**config.mk**
```make
export PLATFORM = sky130hd
export DESIGN_NAME = memory_top
export DESIGN_NICKNAME = d
export VERILOG_FILES = /design/src/rtl/fabric_mem_pkg.sv /design/src/rtl/fabric_out_slot.sv /design/src/rtl/memory_top.sv
export SDC_FILE = /design/constraint.sdc
export NUM_CORES = 2
export LEC_CHECK = 0
export CAP_MARGIN = 30
export CORE_AREA = 2 2 487 441
export CTS_CLUSTER_DIAMETER = 120
export CTS_CLUSTER_SIZE = 25
export DETAILED_ROUTE_END_ITERATION = 8
export DIE_AREA = 0 0 489 443
export PLACE_DENSITY = 0.7
export SKIP_CTS_REPAIR_TIMING = 1
export SLEW_MARGIN = 20
export SYNTH_ARGS = -nofsm -noshare
export SYNTH_HDL_FRONTEND = slang
export SYNTH_SLANG_ARGS = --single-unit
```
**constraint.sdc**
```tcl
create_clock -name clk -period 1.95 [get_ports clk]
set_input_delay 0.39 -clock clk [delete_from_list [all_inputs] [get_ports clk]]
set_output_delay 0.39 -clock clk [all_outputs]
set_load 0.005 [all_outputs]
```
**src/rtl/fabric_mem_pkg.sv**
```systemverilog
// Shared constants for the fabric word memory tile.
// Error codes and default geometry.
package fabric_mem_pkg;

    localparam int DEFAULT_DEPTH      = 64;
    localparam int DEFAULT_DATA_WIDTH = 32;
    localparam int DEFAULT_ADDR_WIDTH = 64;

    localparam logic [15:0] ERR_NONE   = 16'h0000;
    localparam logic [15:0] ERR_LD_OOB = 16'h0001;
    localparam logic [15:0] ERR_ST_OOB = 16'h0002;

endpackage

```
**src/rtl/fabric_out_slot.sv**
```systemverilog
// One-entry output register for a valid/ready stream.
// Ports: push/push_data load the slot, free reports it can take a push
// this cycle, out_valid/out_ready/out_data form the downstream stream.
module fabric_out_slot #(
    parameter int W = 32
) (
    input  logic         clk,
    input  logic         rst_n,
    input  logic         push,
    input  logic [W-1:0] push_data,
    output logic         free,
    output logic         out_valid,
    input  logic         out_ready,
    output logic [W-1:0] out_data
);

    logic         valid_q, valid_d;
    logic [W-1:0] data_q, data_d;

    // Free when empty or when the held entry leaves on this edge.
    assign free      = !valid_q || out_ready;
    assign out_valid = valid_q;
    assign out_data  = data_q;

    always_comb begin
        valid_d = valid_q;
        data_d  = data_q;
        if (push) begin
            valid_d = 1'b1;
            data_d  = push_data;
        end else if (out_ready) begin
            valid_d = 1'b0;
        end
    end

    always_ff @(posedge clk or negedge rst_n) begin
        if (!rst_n) begin
            valid_q <= 1'b0;
            data_q  <= '0;
        end else begin
            valid_q <= valid_d;
            data_q  <= data_d;
        end
    end

endmodule

```
**src/rtl/memory_top.sv**
```systemverilog
// Word memory tile: load and store streams with completion tokens.
// Ports: ldaddr/staddr/stdata in, lddata/lddone/stdone out, sticky error.
module memory_top
    import fabric_mem_pkg::*;
#(
    parameter int DEPTH      = DEFAULT_DEPTH,
    parameter int DATA_WIDTH = DEFAULT_DATA_WIDTH,
    parameter int ADDR_WIDTH = DEFAULT_ADDR_WIDTH
) (
    input  logic                  clk,
    input  logic                  rst_n,
    input  logic                  ldaddr_valid,
    output logic                  ldaddr_ready,
    input  logic [ADDR_WIDTH-1:0] ldaddr_data,
    input  logic                  staddr_valid,
    output logic                  staddr_ready,
    input  logic [ADDR_WIDTH-1:0] staddr_data,
    input  logic                  stdata_valid,
    output logic                  stdata_ready,
    input  logic [DATA_WIDTH-1:0] stdata_data,
    output logic                  lddata_valid,
    input  logic                  lddata_ready,
    output logic [DATA_WIDTH-1:0] lddata_data,
    output logic                  lddone_valid,
    input  logic                  lddone_ready,
    output logic [0:0]            lddone_data,
    output logic                  stdone_valid,
    input  logic                  stdone_ready,
    output logic [0:0]            stdone_data,
    output logic                  error_valid,
    output logic [15:0]           error_code
);

    localparam int IDX_W = (DEPTH > 1) ? $clog2(DEPTH) : 1;

    logic [DATA_WIDTH-1:0] mem_q [DEPTH];
    logic [DATA_WIDTH-1:0] mem_d [DEPTH];
    logic                  err_valid_q, err_valid_d;
    logic [15:0]           err_code_q, err_code_d;

    logic                  lddata_free, lddone_free, stdone_free;
    logic                  ld_fire, st_fire;
    logic                  ld_in_range, st_in_range;
    logic [IDX_W-1:0]      ld_idx, st_idx;
    logic [DATA_WIDTH-1:0] rd_data;

    // Full-width compare so high address bits cannot alias into range.
    assign ld_in_range = ldaddr_data < ADDR_WIDTH'(DEPTH);
    assign st_in_range = staddr_data < ADDR_WIDTH'(DEPTH);
    assign ld_idx      = ldaddr_data[IDX_W-1:0];
    assign st_idx      = staddr_data[IDX_W-1:0];

    assign ldaddr_ready = lddata_free && lddone_free;
    assign staddr_ready = stdone_free;
    assign stdata_ready = stdone_free;

    assign ld_fire = ldaddr_valid && ldaddr_ready;
    // A store needs both halves; neither stream advances alone.
    assign st_fire = staddr_valid && stdata_valid && stdone_free;

    // Reads come from the registered array, so a same-edge store is
    // not visible to the load (read-first).
    assign rd_data = ld_in_range ? mem_q[ld_idx] : '0;

    always_comb begin
        mem_d = mem_q;
        if (st_fire && st_in_range) begin
            mem_d[st_idx] = stdata_data;
        end
    end

    always_comb begin
        err_valid_d = err_valid_q;
        err_code_d  = err_code_q;
        if (!err_valid_q) begin
            if (ld_fire && !ld_in_range) begin
                err_valid_d = 1'b1;
                err_code_d  = ERR_LD_OOB;
            end else if (st_fire && !st_in_range) begin
                err_valid_d = 1'b1;
                err_code_d  = ERR_ST_OOB;
            end
        end
    end

    always_ff @(posedge clk or negedge rst_n) begin
        if (!rst_n) begin
            for (int i = 0; i < DEPTH; i++) begin
                mem_q[i] <= '0;
            end
            err_valid_q <= 1'b0;
            err_code_q  <= ERR_NONE;
        end else begin
            mem_q       <= mem_d;
            err_valid_q <= err_valid_d;
            err_code_q  <= err_code_d;
        end
    end

    assign error_valid = err_valid_q;
    assign error_code  = err_code_q;

    fabric_out_slot #(.W(DATA_WIDTH)) u_lddata (
        .clk       (clk),
        .rst_n     (rst_n),
        .push      (ld_fire),
        .push_data (rd_data),
        .free      (lddata_free),
        .out_valid (lddata_valid),
        .out_ready (lddata_ready),
        .out_data  (lddata_data)
    );

    fabric_out_slot #(.W(1)) u_lddone (
        .clk       (clk),
        .rst_n     (rst_n),
        .push      (ld_fire),
        .push_data (1'b0),
        .free      (lddone_free),
        .out_valid (lddone_valid),
        .out_ready (lddone_ready),
        .out_data  (lddone_data)
    );

    fabric_out_slot #(.W(1)) u_stdone (
        .clk       (clk),
        .rst_n     (rst_n),
        .push      (st_fire),
        .push_data (1'b0),
        .free      (stdone_free),
        .out_valid (stdone_valid),
        .out_ready (stdone_ready),
        .out_data  (stdone_data)
    );

endmodule

```
==> impl_results.md <==
- Number of synthesized flops with an enable pin: 0
- Hold crit path type: primary input to flop
- Setup crit start: staddr_data[46]
- Top post-synthesis cells by area: dfrtp_1 (55%), mux2_2 (24%), mux4_2 (13%), clkbuf_1 (1.1%), buf_2 (1.1%)
- P&R area growth vs syn: 16.7%
- Share of layout cells above drive strength 1: 0.573
- DRC Markers: 0
- Minimum clock period after layout: 2.28 ns
- Placed Area: around 110000 µm²
- Ys flop type: dfrtp_1
- Critical Path, Cell by Cell: dlymetal6s2s_1, nor4_2, nand4_1, buf_4, nor4_4, buf_6, buf_12, nand4_1, buf_12, nor2_4, buf_12, buf_12, mux2_2
- # rows: roughly 160
- TritonCTS clock tree: yes
- Die footprint: 217000 µm²
- Slowest-stage cell, CP: mux2_2
- Leakage power figure: between 50 and 60 nW
- HPWL after DPL: around 190000 µm
- Finished Core Util: 0.521
- Period utilization: 1.17
- Logic pwr share: 0.072
- Endpoints failing setup: 2107
- Hold Crit Start: stdata_data[16]
- Yosys cell types: between 50 and 60
- Most common cell in the netlist: dfrtp_1
- Initial Utilization: 0.447
- Synth area leader: dfrtp_1
- Final Skew: about 0.044 ns
- Synth warnings: 0
- Core area: roughly 210000 µm²
- Pin count of the biggest net entering global routing: around 110
- Port Buf Inserts: approximately 210
- Most numerous cell on the critical path: buf_12
- Worst-Skew Late Latency: roughly 0.79 ns
- Switching fraction of total power: 0.241
- RR Endpoint: mem_q[1926]$_DFFE_PN0P_
- Num ports: 225
- Met1 Use GR: 0.369
- H-tree Lvls: 3
- Psw: roughly 17 mW
- RSZ-0062 raised after global routing: yes
- Vias in the first global route: 57625
- Worst vdd rail ir drop: between 0.7 and 0.8 mV
- Hold Slack: 0.0894 ns
- Met2 Use GR: 0.398
- Final Hold Fails: 0
- Status: finished, violations left
- Clock Tree Buf Depth: 3
- Final nets: approximately 6500
- Maxcap violations: 0
- Gp weighted congestion: roughly 0.87
- Post-detailed-route via-to-cell ratio: slightly above 6
- Clk root buf: clkbuf_16
- Cells after Synth: roughly 5900
- All-layer global routing usage: 0.255
- Worst Path Max Fanout: 12
- Clock power frac: 0.322
- Met3 Usage GRT: 0.0485
- Synth Register Bits: roughly 2100
- First-pass GRT wire length: just over 400000 µm
- DRT iter0 DRCs: 5510
- Die Height: ~440 µm
- Drt first pass iters: 5
- Post-Route WL: between 200000 and 300000 µm
- Pint: ~54 mW
- Critical Path AT: a little under 3 ns
- Setup TNS: -385.92 ns
- R2r setup slk: -0.25 ns
- Wire per inst: between 30 and 40 µm
- Sink Count: 2086
- Least-Margin Pin Slew: approximately 0.84 ns
- Failing checks: negative setup slack
- Post-Synthesis Cell Area: around 95000 µm²
- CP Launch Type: primary input
- Seq pwr share: 0.606
- Critical Path RT: roughly 2.6 ns
- Max incr delay on CP: 0.36 ns
- Synth top cells by count: dfrtp_1 (2086), mux2_2 (2036), mux4_2 (559)
- Via count: 56199
- Initial antenna violation count: 8
- Max Fclk: 0.439 GHz
- Post-route cell area: 111000 µm²
- Slew Limit Headroom: 0.436
- Busiest grt layer: met2
- Fin worst setup slack: -0.326 ns
- Post-synthesis sequential area ratio: 0.551
- Top cell type's share of synthesized area: 0.551
- DRT antenna net count: 0
- Post-Syn Area per Cell: between 15 and 20 µm²
- Pwr Density: between 600 and 700 nW/µm²
- Reg2Reg Launch Point: u_stdone.out_valid$_DFFE_PN0P_
- Critical Path End: mem_q[1926]$_DFFE_PN0P_
- Die width: 489 µm
- Synth async-reset ratio: 1.00
- Tot Pwr: 71.4 mW
- Crit Path Class: primary input to flop
- Worst-path clk slew: around 0.1 ns
- GRT overflow: 0
- Pins over their slew limit: 0
- Reg2Reg Depth: 9
- Critical path endpoint category: flop
- CTS Buf Count: 94
[metal layers]
layer  vias to the layer above  part of all wire
met3                       395             0.078
li1                      22750                 -
met5                         -           0.00033
met2                      2021              0.47
met4                         4             0.029
met1                     31029              0.42
[cell families after synthesis]
group | after synthesis | share of synthesized area
mux | 2685 | 0.385
flops | 2086 | 0.551
buf+inv | 634 | 0.0323
simple gates | 325 | 0.0167
compound gates | 211 | 0.0154
other cells | 1 | 0.0000396
[flip-flops by register name (all words and copies together), names as in the netlist]
name,cells
u_lddata.out_data,32
error_valid,1
u_stdone.out_valid,1
u_lddone.out_valid,1
error_code,2
mem_q,2048
u_lddata.out_valid,1
[worst max-delay path: cells and delay by family]
kind / cells / cell delay, ns
buffers and inverters: 7 / 1.16
multiplexers: 1 / 0.36
AND/OR/NAND/NOR: 5 / 0.94
[how the worst min path moves through the flow]
stage / depth (start not counted) / to / slack, ns
6_report: 2 / mem_q[112]$_DFFE_PN0P_ / 0.09
5_1_grt: 2 / mem_q[464]$_DFFE_PN0P_ / 0.09
4_1_cts: 2 / mem_q[1328]$_DFFE_PN0P_ / -0.23
3_5_place_dp: 2 / u_lddata.out_data[22]$_DFFE_PN0P_ / 0.48
3_3_place_gp: 1 / mem_q[875]$_DFFE_PN0P_ / 0.48
2_1_floorplan: 0 / error_code[0]$_DFFE_PN0P_ / 0.09
[placed cells by master, fill, tap and decap left out, types with 8 or more instances in the layout]
| master | netlist | routed |
|---|---|---|
| a211oi_1 | 14 | 11 |
| a21oi_1 | 30 | 27 |
| a221oi_1 | 25 | 17 |
| a221oi_2 | 0 | 8 |
| a22o_1 | 10 | 10 |
| a22oi_1 | 21 | 21 |
| buf_12 | 0 | 261 |
| buf_16 | 0 | 11 |
| buf_2 | 207 | 33 |
| buf_4 | 37 | 403 |
| buf_6 | 36 | 13 |
| buf_8 | 0 | 8 |
| clkbuf_16 | 0 | 118 |
| clkbuf_2 | 9 | 8 |
| clkdlybuf4s50_1 | 0 | 100 |
| conb_1 | 1 | 16 |
| dfrtp_1 | 2086 | 2077 |
| dfrtp_2 | 0 | 9 |
| dlymetal6s2s_1 | 0 | 58 |
| mux2_2 | 2036 | 1955 |
| mux2_4 | 0 | 111 |
| mux2i_1 | 60 | 60 |
| mux4_2 | 559 | 559 |
| nand2_1 | 96 | 96 |
| nand3_1 | 25 | 20 |
| nand4_1 | 14 | 14 |
| nor2_1 | 83 | 29 |
| nor2_4 | 0 | 53 |
| nor2b_1 | 25 | 22 |
| nor4_1 | 32 | 11 |
| nor4_2 | 0 | 17 |
| o21ai_0 | 41 | 16 |
| o21ai_1 | 0 | 19 |
| o221ai_2 | 0 | 9 |
| o22ai_1 | 23 | 22 |
| or2_4 | 0 | 12 |
[per-stage QoR]
stage | std cells | setup slack (ns)
global route | 9206 | -0.396
finish | 9209 | -0.326
CTS | 9150 | -0.844
global placement | 9027 | -1.66
detailed placement | 9044 | -1.68
floorplan | 5957 | -0.578
[power groups by stage]
stage                     combinational, mW  clock [mW]  sequential [mW]
after global placement                 4.96           0             44.1
after global routing                   5.53        24.9             43.3
after detailed placement               5.12           0             44.1
after floorplan                        2.02           0             44.1
after CTS                              5.14        23.4             43.2
final                                  5.16        23.0             43.2
[cell type report]
| type | count | area, µm² |
|---|---|---|
| clock buffer | 96 | 2390 |
| clock inverter | 10 | 160 |
| tap | 2852 | 3570 |
| antenna | 5 | 12.5 |
| multi-input combinational | 3237 | 40900 |
| timing repair buffer | 919 | 11300 |
| sequential | 2086 | 52200 |
| inverter | 4 | 20.0 |
| fill | 16914 | 102000 |
No activity file was read; power rests on OpenSTA's default activity.
